--- src/rtl/alu_arb_pkg.sv ---
// Shared types and helpers for the ALU arbiter: opcode/state enums,
// the legal-operation check and the post-response drain length.
package alu_arb_pkg;

   localparam int DRAIN_CYC = 4;
   localparam logic [1:0] OPT_ALU = 2'b11;

   typedef enum logic [3:0] {
      OP_NOP    = 4'd0,
      OP_ADD    = 4'd1,
      OP_SUB    = 4'd2,
      OP_AND    = 4'd3,
      OP_MUL    = 4'd4,
      OP_OR     = 4'd5,
      OP_XOR    = 4'd6,
      OP_SHL    = 4'd7,
      OP_SHR    = 4'd8,
      OP_MULSUB = 4'd9,
      OP_MULADD = 4'd10,
      OP_SQR    = 4'd11,
      OP_MACC   = 4'd12
   } alu_op_e;

   typedef enum logic [1:0] {
      ST_IDLE,
      ST_BUSY,
      ST_RESP,
      ST_DRAIN
   } state_e;

   // Only ALU-type requests with an opcode the shared ALU implements are sent to it.
   function automatic logic op_legal(input logic [3:0] op, input logic [1:0] op_type);
      logic ok;
      case (op)
         OP_ADD, OP_SUB, OP_AND, OP_MUL, OP_SHL, OP_SHR,
         OP_MULSUB, OP_MULADD, OP_SQR, OP_MACC: ok = 1'b1;
         default:                               ok = 1'b0;
      endcase
      return ok && (op_type == OPT_ALU);
   endfunction

endpackage

--- src/rtl/alu_arbiter_if.sv ---
// Requester-side and ALU-side signal bundle of the ALU arbiter.
// slave = arbiter view, master = requesters plus ALU view.
interface alu_arbiter_if #(parameter int NREQ = 4);

   logic [NREQ-1:0]      req;
   logic [NREQ-1:0][3:0] req_op;
   logic [NREQ-1:0][1:0] req_op_type;
   logic [NREQ-1:0][7:0] req_b;
   logic [NREQ-1:0][7:0] req_c;
   logic [NREQ-1:0]      gnt;
   logic [NREQ-1:0]      rsp_valid;
   logic [7:0]           rsp_data;
   logic                 rsp_err;
   logic [3:0]           alu_op;
   logic [1:0]           alu_op_type;
   logic [7:0]           alu_b;
   logic [7:0]           alu_c;
   logic                 alu_start;
   logic [7:0]           alu_a;
   logic                 alu_done;

   modport slave (
      input  req, req_op, req_op_type, req_b, req_c, alu_a, alu_done,
      output gnt, rsp_valid, rsp_data, rsp_err,
             alu_op, alu_op_type, alu_b, alu_c, alu_start
   );

   modport master (
      output req, req_op, req_op_type, req_b, req_c, alu_a, alu_done,
      input  gnt, rsp_valid, rsp_data, rsp_err,
             alu_op, alu_op_type, alu_b, alu_c, alu_start
   );

endinterface

--- src/rtl/alu_arbiter_rr_pick.sv ---
// Combinational round-robin picker: first set request at or after ptr,
// wrapping modulo NREQ, returned one-hot (all zero when nothing requests).
module rr_pick #(
   parameter  int NREQ = 4,
   localparam int PW   = (NREQ > 1) ? $clog2(NREQ) : 1
) (
   input  logic [NREQ-1:0] req,
   input  logic [PW-1:0]   ptr,
   output logic [NREQ-1:0] owner
);

   logic [PW-1:0] idx;
   logic          found;

   always_comb begin
      owner = '0;
      found = 1'b0;
      idx   = '0;
      for (int i = 0; i < NREQ; i++) begin
         idx = PW'((int'(ptr) + i) % NREQ);
         if (!found && req[idx]) begin
            owner[idx] = 1'b1;
            found      = 1'b1;
         end
      end
   end

endmodule

--- src/rtl/alu_arbiter.sv ---
// Round-robin arbiter sharing one multi-cycle ALU among NREQ requesters.
// Optional BUSY watchdog is built when ALU_ARB_TIMEOUT_EN is defined.
module alu_arbiter
   import alu_arb_pkg::*;
#(
   parameter int NREQ    = 4,
   parameter int TIMEOUT = 16
) (
   input  logic          clk,
   input  logic          reset_n,
   alu_arbiter_if.slave  bus
);

   localparam int PW = (NREQ > 1) ? $clog2(NREQ) : 1;
   localparam int DW = $clog2(DRAIN_CYC);

   state_e          state, state_nx;
   logic [PW-1:0]   rr_ptr, ptr_nx, sel_idx;
   logic [NREQ-1:0] pick, owner, owner_nx;
   logic [NREQ-1:0] gnt, gnt_nx, rsp_valid, rsp_valid_nx;
   logic [DW-1:0]   drain_cnt, drain_nx;
   logic [7:0]      rsp_data, rsp_data_nx;
   logic            rsp_err, rsp_err_nx;
   logic            alu_start, alu_start_nx;
   logic [3:0]      alu_op, alu_op_nx;
   logic [1:0]      alu_op_type, alu_op_type_nx;
   logic [7:0]      alu_b, alu_b_nx, alu_c, alu_c_nx;
`ifdef ALU_ARB_TIMEOUT_EN
   localparam int WW = $clog2(TIMEOUT + 1);
   logic [WW-1:0]   wdog, wdog_nx;
`endif

   rr_pick #(.NREQ(NREQ)) u_pick (
      .req   (bus.req),
      .ptr   (rr_ptr),
      .owner (pick)
   );

   always_comb begin
      sel_idx = '0;
      for (int i = 0; i < NREQ; i++)
         if (pick[i]) sel_idx = PW'(i);
   end

   always_comb begin
      state_nx       = state;
      ptr_nx         = rr_ptr;
      owner_nx       = owner;
      drain_nx       = drain_cnt;
      gnt_nx         = '0;
      rsp_valid_nx   = '0;
      rsp_data_nx    = rsp_data;
      rsp_err_nx     = rsp_err;
      alu_start_nx   = 1'b0;
      alu_op_nx      = alu_op;
      alu_op_type_nx = alu_op_type;
      alu_b_nx       = alu_b;
      alu_c_nx       = alu_c;
`ifdef ALU_ARB_TIMEOUT_EN
      wdog_nx        = wdog;
`endif
      case (state)
         ST_IDLE: begin
            if (|bus.req) begin
               owner_nx       = pick;
               gnt_nx         = pick;
               ptr_nx         = (sel_idx == PW'(NREQ - 1)) ? '0 : sel_idx + 1'b1;
               alu_op_nx      = bus.req_op[sel_idx];
               alu_op_type_nx = bus.req_op_type[sel_idx];
               alu_b_nx       = bus.req_b[sel_idx];
               alu_c_nx       = bus.req_c[sel_idx];
               if (op_legal(bus.req_op[sel_idx], bus.req_op_type[sel_idx])) begin
                  state_nx     = ST_BUSY;
                  alu_start_nx = 1'b1;
`ifdef ALU_ARB_TIMEOUT_EN
                  wdog_nx      = '0;
`endif
               end else begin
                  // Rejected ops answer immediately, alongside the grant.
                  state_nx     = ST_RESP;
                  rsp_valid_nx = pick;
                  rsp_err_nx   = 1'b1;
                  rsp_data_nx  = '0;
               end
            end
         end
         ST_BUSY: begin
            alu_start_nx = 1'b1;
            if (bus.alu_done) begin
               state_nx     = ST_RESP;
               alu_start_nx = 1'b0;
               rsp_valid_nx = owner;
               rsp_data_nx  = bus.alu_a;
               rsp_err_nx   = 1'b0;
            end
`ifdef ALU_ARB_TIMEOUT_EN
            else if (wdog == WW'(TIMEOUT - 1)) begin
               state_nx     = ST_RESP;
               alu_start_nx = 1'b0;
               rsp_valid_nx = owner;
               rsp_data_nx  = '0;
               rsp_err_nx   = 1'b1;
            end else begin
               wdog_nx = wdog + 1'b1;
            end
`endif
         end
         ST_RESP: begin
            state_nx = ST_DRAIN;
            drain_nx = '0;
         end
         ST_DRAIN: begin
            // Keep the ALU idle long enough for any stale done pulse to flush.
            if (drain_cnt == DW'(DRAIN_CYC - 1)) state_nx = ST_IDLE;
            else                                 drain_nx = drain_cnt + 1'b1;
         end
         default: state_nx = ST_IDLE;
      endcase
   end

   always_ff @(posedge clk) begin
      if (!reset_n) begin
         state       <= ST_IDLE;
         rr_ptr      <= '0;
         owner       <= '0;
         drain_cnt   <= '0;
         gnt         <= '0;
         rsp_valid   <= '0;
         rsp_data    <= '0;
         rsp_err     <= 1'b0;
         alu_start   <= 1'b0;
         alu_op      <= '0;
         alu_op_type <= '0;
         alu_b       <= '0;
         alu_c       <= '0;
`ifdef ALU_ARB_TIMEOUT_EN
         wdog        <= '0;
`endif
      end else begin
         state       <= state_nx;
         rr_ptr      <= ptr_nx;
         owner       <= owner_nx;
         drain_cnt   <= drain_nx;
         gnt         <= gnt_nx;
         rsp_valid   <= rsp_valid_nx;
         rsp_data    <= rsp_data_nx;
         rsp_err     <= rsp_err_nx;
         alu_start   <= alu_start_nx;
         alu_op      <= alu_op_nx;
         alu_op_type <= alu_op_type_nx;
         alu_b       <= alu_b_nx;
         alu_c       <= alu_c_nx;
`ifdef ALU_ARB_TIMEOUT_EN
         wdog        <= wdog_nx;
`endif
      end
   end

   assign bus.gnt         = gnt;
   assign bus.rsp_valid   = rsp_valid;
   assign bus.rsp_data    = rsp_data;
   assign bus.rsp_err     = rsp_err;
   assign bus.alu_start   = alu_start;
   assign bus.alu_op      = alu_op;
   assign bus.alu_op_type = alu_op_type;
   assign bus.alu_b       = alu_b;
   assign bus.alu_c       = alu_c;

endmodule

--- src/flat_wrapper.sv ---
// flat-port wrapper written by rule: the top's interface ports become plain ports
module alu_arbiter_flat import alu_arb_pkg::*;
#(
   parameter int NREQ    = 4,
   parameter int TIMEOUT = 16
)
  (clk, reset_n, bus_req, bus_req_op, bus_req_op_type, bus_req_b, bus_req_c, bus_alu_a, bus_alu_done, bus_gnt, bus_rsp_valid, bus_rsp_data, bus_rsp_err, bus_alu_op, bus_alu_op_type, bus_alu_b, bus_alu_c, bus_alu_start);
  alu_arbiter_if #(.NREQ(NREQ)) bus_i ();
  input  logic clk;
  input  logic reset_n;
  input wire logic [$bits(bus_i.req)-1:0] bus_req;
  input wire logic [$bits(bus_i.req_op)-1:0] bus_req_op;
  input wire logic [$bits(bus_i.req_op_type)-1:0] bus_req_op_type;
  input wire logic [$bits(bus_i.req_b)-1:0] bus_req_b;
  input wire logic [$bits(bus_i.req_c)-1:0] bus_req_c;
  input wire logic [$bits(bus_i.alu_a)-1:0] bus_alu_a;
  input wire logic [$bits(bus_i.alu_done)-1:0] bus_alu_done;
  output wire logic [$bits(bus_i.gnt)-1:0] bus_gnt;
  output wire logic [$bits(bus_i.rsp_valid)-1:0] bus_rsp_valid;
  output wire logic [$bits(bus_i.rsp_data)-1:0] bus_rsp_data;
  output wire logic [$bits(bus_i.rsp_err)-1:0] bus_rsp_err;
  output wire logic [$bits(bus_i.alu_op)-1:0] bus_alu_op;
  output wire logic [$bits(bus_i.alu_op_type)-1:0] bus_alu_op_type;
  output wire logic [$bits(bus_i.alu_b)-1:0] bus_alu_b;
  output wire logic [$bits(bus_i.alu_c)-1:0] bus_alu_c;
  output wire logic [$bits(bus_i.alu_start)-1:0] bus_alu_start;
  assign bus_i.req = bus_req;
  assign bus_i.req_op = bus_req_op;
  assign bus_i.req_op_type = bus_req_op_type;
  assign bus_i.req_b = bus_req_b;
  assign bus_i.req_c = bus_req_c;
  assign bus_i.alu_a = bus_alu_a;
  assign bus_i.alu_done = bus_alu_done;
  assign bus_gnt = bus_i.gnt;
  assign bus_rsp_valid = bus_i.rsp_valid;
  assign bus_rsp_data = bus_i.rsp_data;
  assign bus_rsp_err = bus_i.rsp_err;
  assign bus_alu_op = bus_i.alu_op;
  assign bus_alu_op_type = bus_i.alu_op_type;
  assign bus_alu_b = bus_i.alu_b;
  assign bus_alu_c = bus_i.alu_c;
  assign bus_alu_start = bus_i.alu_start;
  alu_arbiter #(.NREQ(NREQ), .TIMEOUT(TIMEOUT)) u_core (.clk(clk), .reset_n(reset_n), .bus(bus_i));
endmodule
--- config.mk ---
export PLATFORM = sky130hd
export DESIGN_NAME = alu_arbiter_flat
export DESIGN_NICKNAME = d
export VERILOG_FILES = /design/src/rtl/alu_arb_pkg.sv /design/src/rtl/alu_arbiter_if.sv /design/src/rtl/alu_arbiter_rr_pick.sv /design/src/rtl/alu_arbiter.sv /design/src/flat_wrapper.sv
export SDC_FILE = /design/constraint.sdc
export NUM_CORES = 1
export LEC_CHECK = 0
export BUFFER_PORTS_ARGS = -buffer_cell sky130_fd_sc_hd__buf_2
export CAP_MARGIN = 20
export CORE_ASPECT_RATIO = 1.1
export CORE_UTILIZATION = 48
export CTS_CLUSTER_DIAMETER = 200
export DETAILED_ROUTE_END_ITERATION = 6
export HOLD_SLACK_MARGIN = 0.08
export PLACE_DENSITY = 0.81
export SYNTH_ARGS = -nofsm -noshare
export SYNTH_HDL_FRONTEND = slang
export SYNTH_SLANG_ARGS = --single-unit
--- constraint.sdc ---
create_clock -name clk -period 5.5 [get_ports clk]
set_clock_uncertainty 0.05 [all_clocks]
set_input_delay 0.275 -clock clk [delete_from_list [all_inputs] [get_ports clk]]
set_output_delay 0.275 -clock clk [all_outputs]
set_load 0.01 [all_outputs]
==> qor.csv, run 1 <==
metric,value,unit
endpoints failing setup,0,
Final Hold Viols,0,
CTS Buf Count,5,
GR Util All Layers,0.249,
Sw Share,0.454,
crit path cell chain,inv_1 -> ha_1 -> mux4_2 -> and3b_1 -> a21oi_2 -> and2_1 -> mux2i_1 -> a211oi_1 -> a21oi_1 -> ha_1 -> inv_1 -> a211oi_1 -> o31ai_2 -> buf_4 -> and3_1 -> o31a_1,
top cell type's share of synthesized area,0.313,
largest net degree at the start of global routing,50,
highest clock rate,210,MHz
CP Launch Type,register,
sequential power share,0.259,
Starting Density,0.507,
1st-iter DRT viols,193,
Clock Power Share,0.128,
H-tree Lvls,2,
"Warnings, synthesis",0,
TritonCTS clock tree,done,
diode count,0,
ys flop type,dfxtp_1,
RSZ-0062 raised after global routing,no,
critical path class,reg -> reg,
fin. max-slew vios,0,
post-DP HPWL,6360,µm
Avg Synthesized Cell Area,8.43,µm²
ANT nets after route,0,
Synth Register Bits,50,
Cells after Synth,379,
layout cells sized above 1,0.335,
routed wire length,8590,µm
DRC errors left,0,
total core area,0.00631,mm²
clock slew at reported path FFs,0.11,ns
Setup Total Neg Slack,0,ns
CP arrival,4.91,ns
placed cells,576,
worst vdd ir,0.261,mV
hold buffers post-CTS,0,
"Area growth, synth to finish",26.6,%
drt pass-1 iters,4,
full die area,0.00699,mm²
Max transition margin,0.445,
PostCTS Resize Cnt,0,
dominant cell type by area after synthesis,dfxtp_1,
CTS sink cnt,50,
outcome,completed,
Syn Std Cell Area,0.00320,mm²
"EDFF count, synth",0,
Post-DP Area,0.00393,mm²
post-layout min period,4.75,ns
Power per Cell Area,535,mW/mm²
global placer's final weighted congestion,0.875,
"non-filler cells, final",584,
Mapped Nets,494,
Leak,2.15,nW
Root Driver,clkbuf_8,
"Slowest-stage cell, CP",dfxtp_1,
async set-reset flop share out of synthesis,0,
CP Max Fanout,21,
Unique masters post-synth,48,
register area share after synthesis,0.313,
GRT overflow,0,
"Req. time, crit path",5.66,ns
Core Rows,30,
Critical Path End Type,register,
Int Pwr,1.18,mW
Vias,3255,
CTS max path bufs,2,
vias in the first global route,2973,
postcts setup bufs,0,
Tcrit/Tclk final,0.864,
fin area,0.00405,mm²
first-pass GRT wire length,13700,µm
final core occ,0.642,
Hold WS,0.257,ns
CP max stage delay,0.67,ns
Avg Vias per Cell,5.57,
I/O pin count,143,
clock latency on the worst-skew pair,0.31,ns
port buffer count,142,
worst hold path class,in -> reg,
worst slew pin tran,0.832,ns
antenna violations before repair,0,
Horiz. Die Dim,79.8,µm
largest cells by area after synthesis,"dfxtp_1, mux2i_1, o211a_1, nand2_1, a211oi_1",
Net Sw Power,984,µW
DR WL/cell,14.7,µm
combinational share of power,0.614,
fin nets,618,
Die Y,87.6,µm
Max-Cap Viols,0,
-- synthesized netlist by cell type, drive strengths merged, types with 2 or more instances --
library cell / count
dfxtp: 50
and2: 7
buf: 12
nor2b: 8
o21ai: 4
mux2: 3
nor2: 35
nand2: 49
or3: 5
clkbuf: 18
mux4: 4
o31a: 9
a211oi: 22
a22o: 8
nand2b: 6
o31ai: 2
or2: 2
and3: 9
o22ai: 4
a21oi: 26
o211ai: 4
inv: 12
o221ai: 2
ha: 12
o211a: 24
a22oi: 4
a31oi: 2
mux2i: 24
a21boi: 4
-- kinds of logic after synthesis --
family / Yosys count / synth area share
adder cells (fa/ha/maj): 12 / 0.0470
AO/OA/AOI/OAI: 118 / 0.284
AND/OR/NAND/NOR: 126 / 0.186
flip-flops: 50 / 0.313
buffers and inverters: 42 / 0.0567
multiplexers: 31 / 0.114
-- final cells by class --
type / count / area [µm²]
Clock buffer: 5 / 68.8
Timing Repair Buffer: 147 / 748
Inverter: 12 / 45.0
Multi-Input combinational cell: 287 / 2040
Sequential cell: 50 / 1000
Fill cell: 549 / 2260
Tap cell: 80 / 100
Clock inverter: 3 / 47.5
-- state kept, by name (all words and copies together) (netlist names) --
| register | cells |
|---|---|
| u_core.bus.rsp_err | 1 |
| u_core.bus.alu_b | 8 |
| u_core.bus.alu_op | 4 |
| u_core.drain_cnt | 2 |
| u_core.bus.alu_start | 1 |
| u_core.owner | 4 |
| u_core.rr_ptr | 2 |
| u_core.bus.rsp_data | 8 |
| u_core.bus.gnt | 4 |
| u_core.bus.rsp_valid | 4 |
| u_core.state | 2 |
| u_core.bus.alu_c | 8 |
| u_core.bus.alu_op_type | 2 |
-- routing by layer --
metal / share of wire / vias to the layer above / GRT usage / wire, µm
met5: 0 / - / 0 / 0
met4: 0.018 / 0 / 0.0731 / 158
met3: 0.070 / 13 / 0.0552 / 600
met2: 0.50 / 125 / 0.442 / 4280
met1: 0.41 / 1502 / 0.302 / 3550
li1: - / 1615 / - / -
-- power by group through the flow --
stage | Clock (mW) | Sequential, mW | Combinational [mW]
after global placement | 0 | 0.563 | 1.30
after global routing | 0.300 | 0.578 | 1.48
after CTS | 0.281 | 0.559 | 1.34
after floorplan | 0 | 0.600 | 0.960
after detailed placement | 0 | 0.567 | 1.33
final | 0.276 | 0.560 | 1.33
-- worst paths after layout --
| kind | from | cells after the start | slack [ns] | to |
|---|---|---|---|---|
| min reg2reg | u_core.owner[3]$_SDFFE_PN0P_ | 2 | 0.43 | u_core.owner[3]$_SDFFE_PN0P_ |
| max reg2reg | u_core.rr_ptr[0]$_SDFFE_PN0P_ | 16 | 0.75 | u_core.bus.rsp_err$_SDFFE_PN0P_ |
| max | u_core.rr_ptr[0]$_SDFFE_PN0P_ | 16 | 0.75 | u_core.bus.rsp_err$_SDFFE_PN0P_ |
| min | bus_req_b[26] | 4 | 0.26 | u_core.bus.alu_b[2]$_SDFFE_PN0P_ |
-- cells in the final DEF, fill, tap and decap left out, drive strengths merged, types with 2 or more instances in the layout --
cell      n
buf     147
dfxtp    50
nand2    49
nor2     35
a21oi    26
mux2i    24
o211a    24
a211oi   22
inv      14
ha       12
and3      9
o31a      9
nor2b     8
a22o      8
and2      7
nand2b    6
clkbuf    5
or3       5
mux4      4
o22ai     4
a21boi    4
a22oi     4
o211ai    4
o21ai     4
mux2      3
o221ai    2
or2       2
a31oi     2
o31ai     2
-- through the flow --
step | setup WS [ns] | total power, mW
floorplan | 1.40 | 1.56
global placement | 0.966 | 1.86
detailed placement | 0.823 | 1.90
CTS | 0.795 | 2.18
global route | 0.480 | 2.36
finish | 0.749 | 2.17
-- critical path: cells and delay by family (launching register included) --
family,cells,cell delay [ns]
AOI/OAI and AO/OA,6,1.22
DFF,1,0.67
adders and majority gates,2,0.77
muxes,2,0.55
and+or+nand+nor,3,0.97
buffers and inverters,3,0.43
(Power assumes the default switching activity.)
==> inputs of run 2 (changes only) <==
==> constraint.sdc (replaced) <==
create_clock -name clk -period 4.84 [get_ports clk]
set_clock_uncertainty 0.05 [all_clocks]
set_input_delay 0.242 -clock clk [delete_from_list [all_inputs] [get_ports clk]]
set_output_delay 0.242 -clock clk [all_outputs]
set_load 0.01 [all_outputs]
==> run 2 against run 1 <==
Clock-buffer cell count stayed put. Worst setup slack worse by 0.19 ns. Sequential share of layout area down 0.21 points. Register-to-register slack worse by 0.19 ns. Non-clock buffer count increased by 3. Via count down 0.80%. Global-route usage is 0.35 points higher. Critical endpoint is now u_core.bus.rsp_data[5]$_SDFFE_PN0P_.
==> qor.csv, run 2 (synthesized netlist as in run 1, its figures left out) <==
metric,value,unit
PostCTS Resize Cnt,0,
Critical Path End Type,register,
Final Hold Viols,0,
Tot Pwr,2.49,mW
"commonest cells after routing, fill and taps aside","buf_2, dfxtp_1, nand2_1",
TritonCTS clock tree,done,
clock slew at reported path FFs,0.10,ns
worst vdd ir,0.293,mV
"commonest non-fill, non-tap cell in the layout",buf_2,
drt pass-1 iters,4,
I/O pin count,143,
total core area,0.00631,mm²
CTS max path bufs,2,
post-layout min period,4.28,ns
post-DP HPWL,6350,µm
first-pass GRT wire length,13900,µm
hold_sp,bus_req_b[30],
port buffer count,142,
Horiz. Die Dim,79.8,µm
Max transition margin,0.424,
fin nets,621,
RSZ-0062 raised after global routing,no,
layout cells sized above 1,0.339,
Max-Cap Viols,0,
ANT nets after route,0,
largest net degree at the start of global routing,50,
Power per Cell Area,610,mW/mm²
Die Y,87.6,µm
full die area,0.00699,mm²
DRC errors left,0,
CP Launch Type,register,
GR Util All Layers,0.253,
outcome,completed,
antenna violations before repair,0,
Routed met2 length,4320,µm
uppermost routed layer,met4,
Core Rows,30,
FF-to-FF Start,u_core.rr_ptr[1]$_SDFFE_PN0P_,
Met1 Routed Length,3580,µm
clock latency on the worst-skew pair,0.31,ns
CTS sink cnt,50,
Leak,2.17,nW
Root Driver,clkbuf_8,
critical path class,reg -> reg,
Avg Vias per Cell,5.50,
CP Max Fanout,21,
Top Registers,"u_core.bus.alu_b x8, u_core.bus.alu_c x8, u_core.bus.rsp_data x8",
routed wire length,8570,µm
Met3 Wirelength,577,µm
Tcrit/Tclk final,0.885,
Vias,3229,
vias in the first global route,3051,
postcts setup bufs,0,
CP arrival,4.44,ns
hold-critical path depth,4,
FF-to-FF path depth,15,
worst slew pin tran,0.864,ns
hold buffers post-CTS,0,
"Area growth, synth to finish",27.7,%
global placer's final weighted congestion,0.899,
DR WL/cell,14.6,µm
Setup Total Neg Slack,0,ns
Worst Setup SP,u_core.rr_ptr[1]$_SDFFE_PN0P_,
Starting Density,0.507,
H-tree Lvls,2,
worst hold path class,in -> reg,
"Req. time, crit path",5.00,ns
diode count,0,
CTS Buf Count,5,
1st-iter DRT viols,219,
GRT overflow,0,
highest clock rate,234,MHz
fin. max-slew vios,0,
endpoints failing setup,0,
-- run 2: power by group --
group	internal, mW	switching [mW]
Combinational	0.661	0.894
Sequential	0.553	0.0712
Clock	0.158	0.156
Total	1.37	1.12
-- run 2: cell type report --
class | instances | area (µm²)
clock buffers | 5 | 68.8
clock inverters | 3 | 47.5
fillers | 554 | 2220
inverters | 12 | 45.0
multi-input cells | 287 | 2040
flip-flops and latches | 50 | 1000
well taps | 80 | 100
repair buffers | 150 | 783
-- run 2: routing by layer --
metal / vias to the layer above / GRT usage
met1: 1488 / 0.311
met3: 7 / 0.0594
met5: - / 0
met4: 0 / 0.0747
met2: 108 / 0.439
li1: 1626 / -
-- run 2: through the flow --
| stage | hold WS (ns) | cells | area (µm²) | utilization | worst slack [ns] |
|---|---|---|---|---|---|
| 2_1_floorplan | 0.394 | 379 | 3200 | - | 0.735 |
| 3_3_place_gp | 0.405 | 579 | 3970 | 0.629 | 0.761 |
| 3_5_place_dp | 0.412 | 579 | 3970 | 0.629 | 0.589 |
| 4_1_cts | 0.204 | 587 | 4080 | 0.647 | 0.545 |
| 5_1_grt | 0.222 | 587 | 4080 | 0.647 | 0.236 |
| 6_report | 0.210 | 587 | 4080 | 0.647 | 0.559 |
-- run 2: final timing paths --
kind                                               to  slack (ns)
hold / removal       u_core.bus.alu_b[6]$_SDFFE_PN0P_        0.21
setup / recovery  u_core.bus.rsp_data[5]$_SDFFE_PN0P_        0.56
hold reg to reg          u_core.owner[3]$_SDFFE_PN0P_        0.43
setup reg to reg  u_core.bus.rsp_data[5]$_SDFFE_PN0P_        0.56
-- run 2: critical path, cell delays in order (launching register included) --
cell and delay [ns]:
dfxtp_1 0.56, inv_1 0.16, ha_1 0.41, mux4_2 0.41
nor2_1 0.24, o211ai_1 0.21, and2_1 0.25, mux2i_1 0.13
a211oi_1 0.24, a21oi_1 0.09, ha_1 0.33, o211a_1 0.26
o31ai_2 0.23, buf_4 0.26, nor2_1 0.08, o31a_1 0.28
==> inputs of run 3 (changes only) <==
--- a/config.mk
+++ b/config.mk
@@ -8,11 +8,11 @@
 export BUFFER_PORTS_ARGS = -buffer_cell sky130_fd_sc_hd__buf_2
 export CAP_MARGIN = 20
 export CORE_ASPECT_RATIO = 1.1
-export CORE_UTILIZATION = 48
+export CORE_UTILIZATION = 43
 export CTS_CLUSTER_DIAMETER = 200
 export DETAILED_ROUTE_END_ITERATION = 6
 export HOLD_SLACK_MARGIN = 0.08
-export PLACE_DENSITY = 0.81
+export PLACE_DENSITY = 0.77
 export SYNTH_ARGS = -nofsm -noshare
 export SYNTH_HDL_FRONTEND = slang
 export SYNTH_SLANG_ARGS = --single-unit
==> constraint.sdc (replaced) <==
create_clock -name clk -period 3.6 [get_ports clk]
set_clock_uncertainty 0.05 [all_clocks]
set_input_delay 0.18 -clock clk [delete_from_list [all_inputs] [get_ports clk]]
set_output_delay 0.18 -clock clk [all_outputs]
set_load 0.01 [all_outputs]
==> run 3 against run 2 <==
The flow now finishes with violations (DRC, setup timing). Die area grew 11%. Global-route usage shrank 1.2 points. Largest cell class unchanged. Register-to-register slack lost 0.60 ns. Sequential share of layout area shrank 1.1 points.
==> qor.csv, run 3 (synthesized netlist as in run 1, its figures left out) <==
metric,value,unit
GRT overflow,0,
final core occ,0.607,
violated checks,"DRC, setup timing",
Die Y,92.4,µm
sequential power share,0.234,
Top Registers,"u_core.bus.alu_b x8, u_core.bus.alu_c x8, u_core.bus.rsp_data x8",
WP buf/inv,2,
Starting Density,0.451,
1st-iter DRT viols,215,
Clock Power Share,0.091,
CP Max Fanout,6,
fin worst setup slack,-0.0370,ns
Core Rows,32,
Tcrit/Tclk final,1.01,
fin. max-slew vios,0,
Hold WS,0.161,ns
Critical Path End Type,register,
vias in the first global route,3208,
Setup Total Neg Slack,-0.133,ns
total core area,0.00709,mm²
"commonest cells after routing, fill and taps aside","buf_2, nand2_1, dfxtp_1",
Avg Vias per Cell,5.46,
Post-DP Area,0.00405,mm²
Power per Cell Area,839,mW/mm²
ANT nets after route,0,
most frequent CP cell,a21oi_2,
I/O pin count,143,
CTS sink cnt,50,
Max-Cap Viols,0,
CP arrival,3.79,ns
outcome,"finished, violations left",
drt pass-1 iters,7,
CP Launch Type,register,
antenna violations before repair,0,
clock slew at reported path FFs,0.10,ns
"commonest non-fill, non-tap cell in the layout",buf_2,
diode count,0,
DR WL/cell,15.3,µm
port buffer count,142,
"Slowest-stage cell, CP",dfxtp_4,
RSZ-0062 raised after global routing,yes,
"Area growth, synth to finish",34.6,%
largest net degree at the start of global routing,50,
fin nets,644,
Sw Share,0.453,
Leak,2.26,nW
DRC errors left,6,
full die area,0.00778,mm²
DP Worst Slack,-0.0131,ns
worst vdd ir,0.405,mV
Fillers,636,
Tot Pwr,3.61,mW
global placer's final weighted congestion,0.874,
GR Util All Layers,0.241,
post-DP HPWL,6820,µm
placed cells,591,
Int Pwr,1.97,mW
Net Sw Power,1.63,mW
Max transition margin,0.438,
Root Driver,clkbuf_8,
H-tree Lvls,2,
combinational share of power,0.675,
CTS max path bufs,2,
endpoints failing setup,6,
Horiz. Die Dim,84.2,µm
clock latency on the worst-skew pair,0.31,ns
critical path class,reg -> reg,
highest clock rate,275,MHz
Final Hold Viols,0,
worst slew pin tran,0.842,ns
CP max stage delay,0.39,ns
TritonCTS clock tree,done,
crit path cell chain,inv_4 -> ha_4 -> mux4_2 -> and3b_1 -> a21oi_2 -> and2_4 -> mux2i_2 -> a211oi_2 -> a21oi_2 -> ha_1 -> o211a_1 -> o31ai_4 -> buf_6 -> nor2_2 -> o31a_1,
routed wire length,9420,µm
fin area,0.00430,mm²
"Req. time, crit path",3.76,ns
Vias,3354,
layout cells sized above 1,0.391,
worst hold path class,in -> reg,
first-pass GRT wire length,15000,µm
CTS Buf Count,5,
"non-filler cells, final",614,
CP top delay family,compound AO/OA/AOI/OAI gates,
post-layout min period,3.64,ns
[run 3: cell count changes in the layout (fill, tap and decap cells not counted), moves of 2 or more]
cell / previous run / this run
dfxtp_1: 50 / 48
a211oi_1: 22 / 20
inv_1: 12 / 10
mux2i_2: 0 / 2
inv_6: 2 / 0
buf_6: 0 / 2
dfxtp_4: 0 / 2
nor2_4: 0 / 2
mux2i_1: 24 / 22
inv_4: 0 / 3
buf_4: 7 / 29
nor2_1: 34 / 32
[run 3: timing repair]
| item | 4_1_cts | 5_1_grt |
|---|---|---|
| hold buffers | 0 | 0 |
| setup endpoints to repair | 8 | 16 |
| setup buffers | 2 | 12 |
| pin swaps | 0 | 9 |
| cloned | 1 | 1 |
| resized for setup | 4 | 12 |
[run 3: area by class of cell]
class | count | area, µm² | share of cell area
Inverter | 12 | 50.0 | 0.0116
Clock inverter | 2 | 13.8 | 0.00320
Clock buffer | 5 | 68.8 | 0.0160
Multi-Input combinational cell | 287 | 2100 | 0.489
Sequential cell | 50 | 1010 | 0.234
Tap cell | 85 | 106 | 0.0247
Timing Repair Buffer | 173 | 951 | 0.221
[run 3: per-layer routing]
metal / vias up / track usage / part of all wire
met4: 0 / 0.0747 / 0.022
li1: 1668 / - / -
met3: 15 / 0.0561 / 0.062
met1: 1539 / 0.284 / 0.42
met5: - / 0 / 0
met2: 132 / 0.431 / 0.49
[run 3: final timing paths]
path                            slack, ns                          start                             endpoint  cells after the start
worst max-delay path                -0.04  u_core.rr_ptr[0]$_SDFFE_PN0P_  u_core.bus.rsp_data[3]$_SDFFE_PN0P_                     15
worst min-delay path                 0.16                  bus_req_b[30]     u_core.bus.alu_b[6]$_SDFFE_PN0P_                      4
worst max register to register      -0.04  u_core.rr_ptr[0]$_SDFFE_PN0P_  u_core.bus.rsp_data[3]$_SDFFE_PN0P_                     15
worst min register to register       0.43   u_core.owner[3]$_SDFFE_PN0P_         u_core.owner[3]$_SDFFE_PN0P_                      2
[run 3: power groups by stage]
stage	combinational [mW]	clock (mW)	sequential, mW
6_report	2.43	0.329	0.845
5_1_grt	2.67	0.354	0.868
3_3_place_gp	2.11	0	0.856
3_5_place_dp	2.15	0	0.861
2_1_floorplan	1.55	0	0.921
4_1_cts	2.27	0.340	0.844
[run 3: worst register-to-register path, delay by kind of cell, from the launching register on]
kind            cells  cell delay [ns]
simple gates        3             0.46
mux                 2             0.61
compound gates      6             1.24
flops               1             0.39
buf+inv             2             0.23
fa+ha+maj           2             0.55
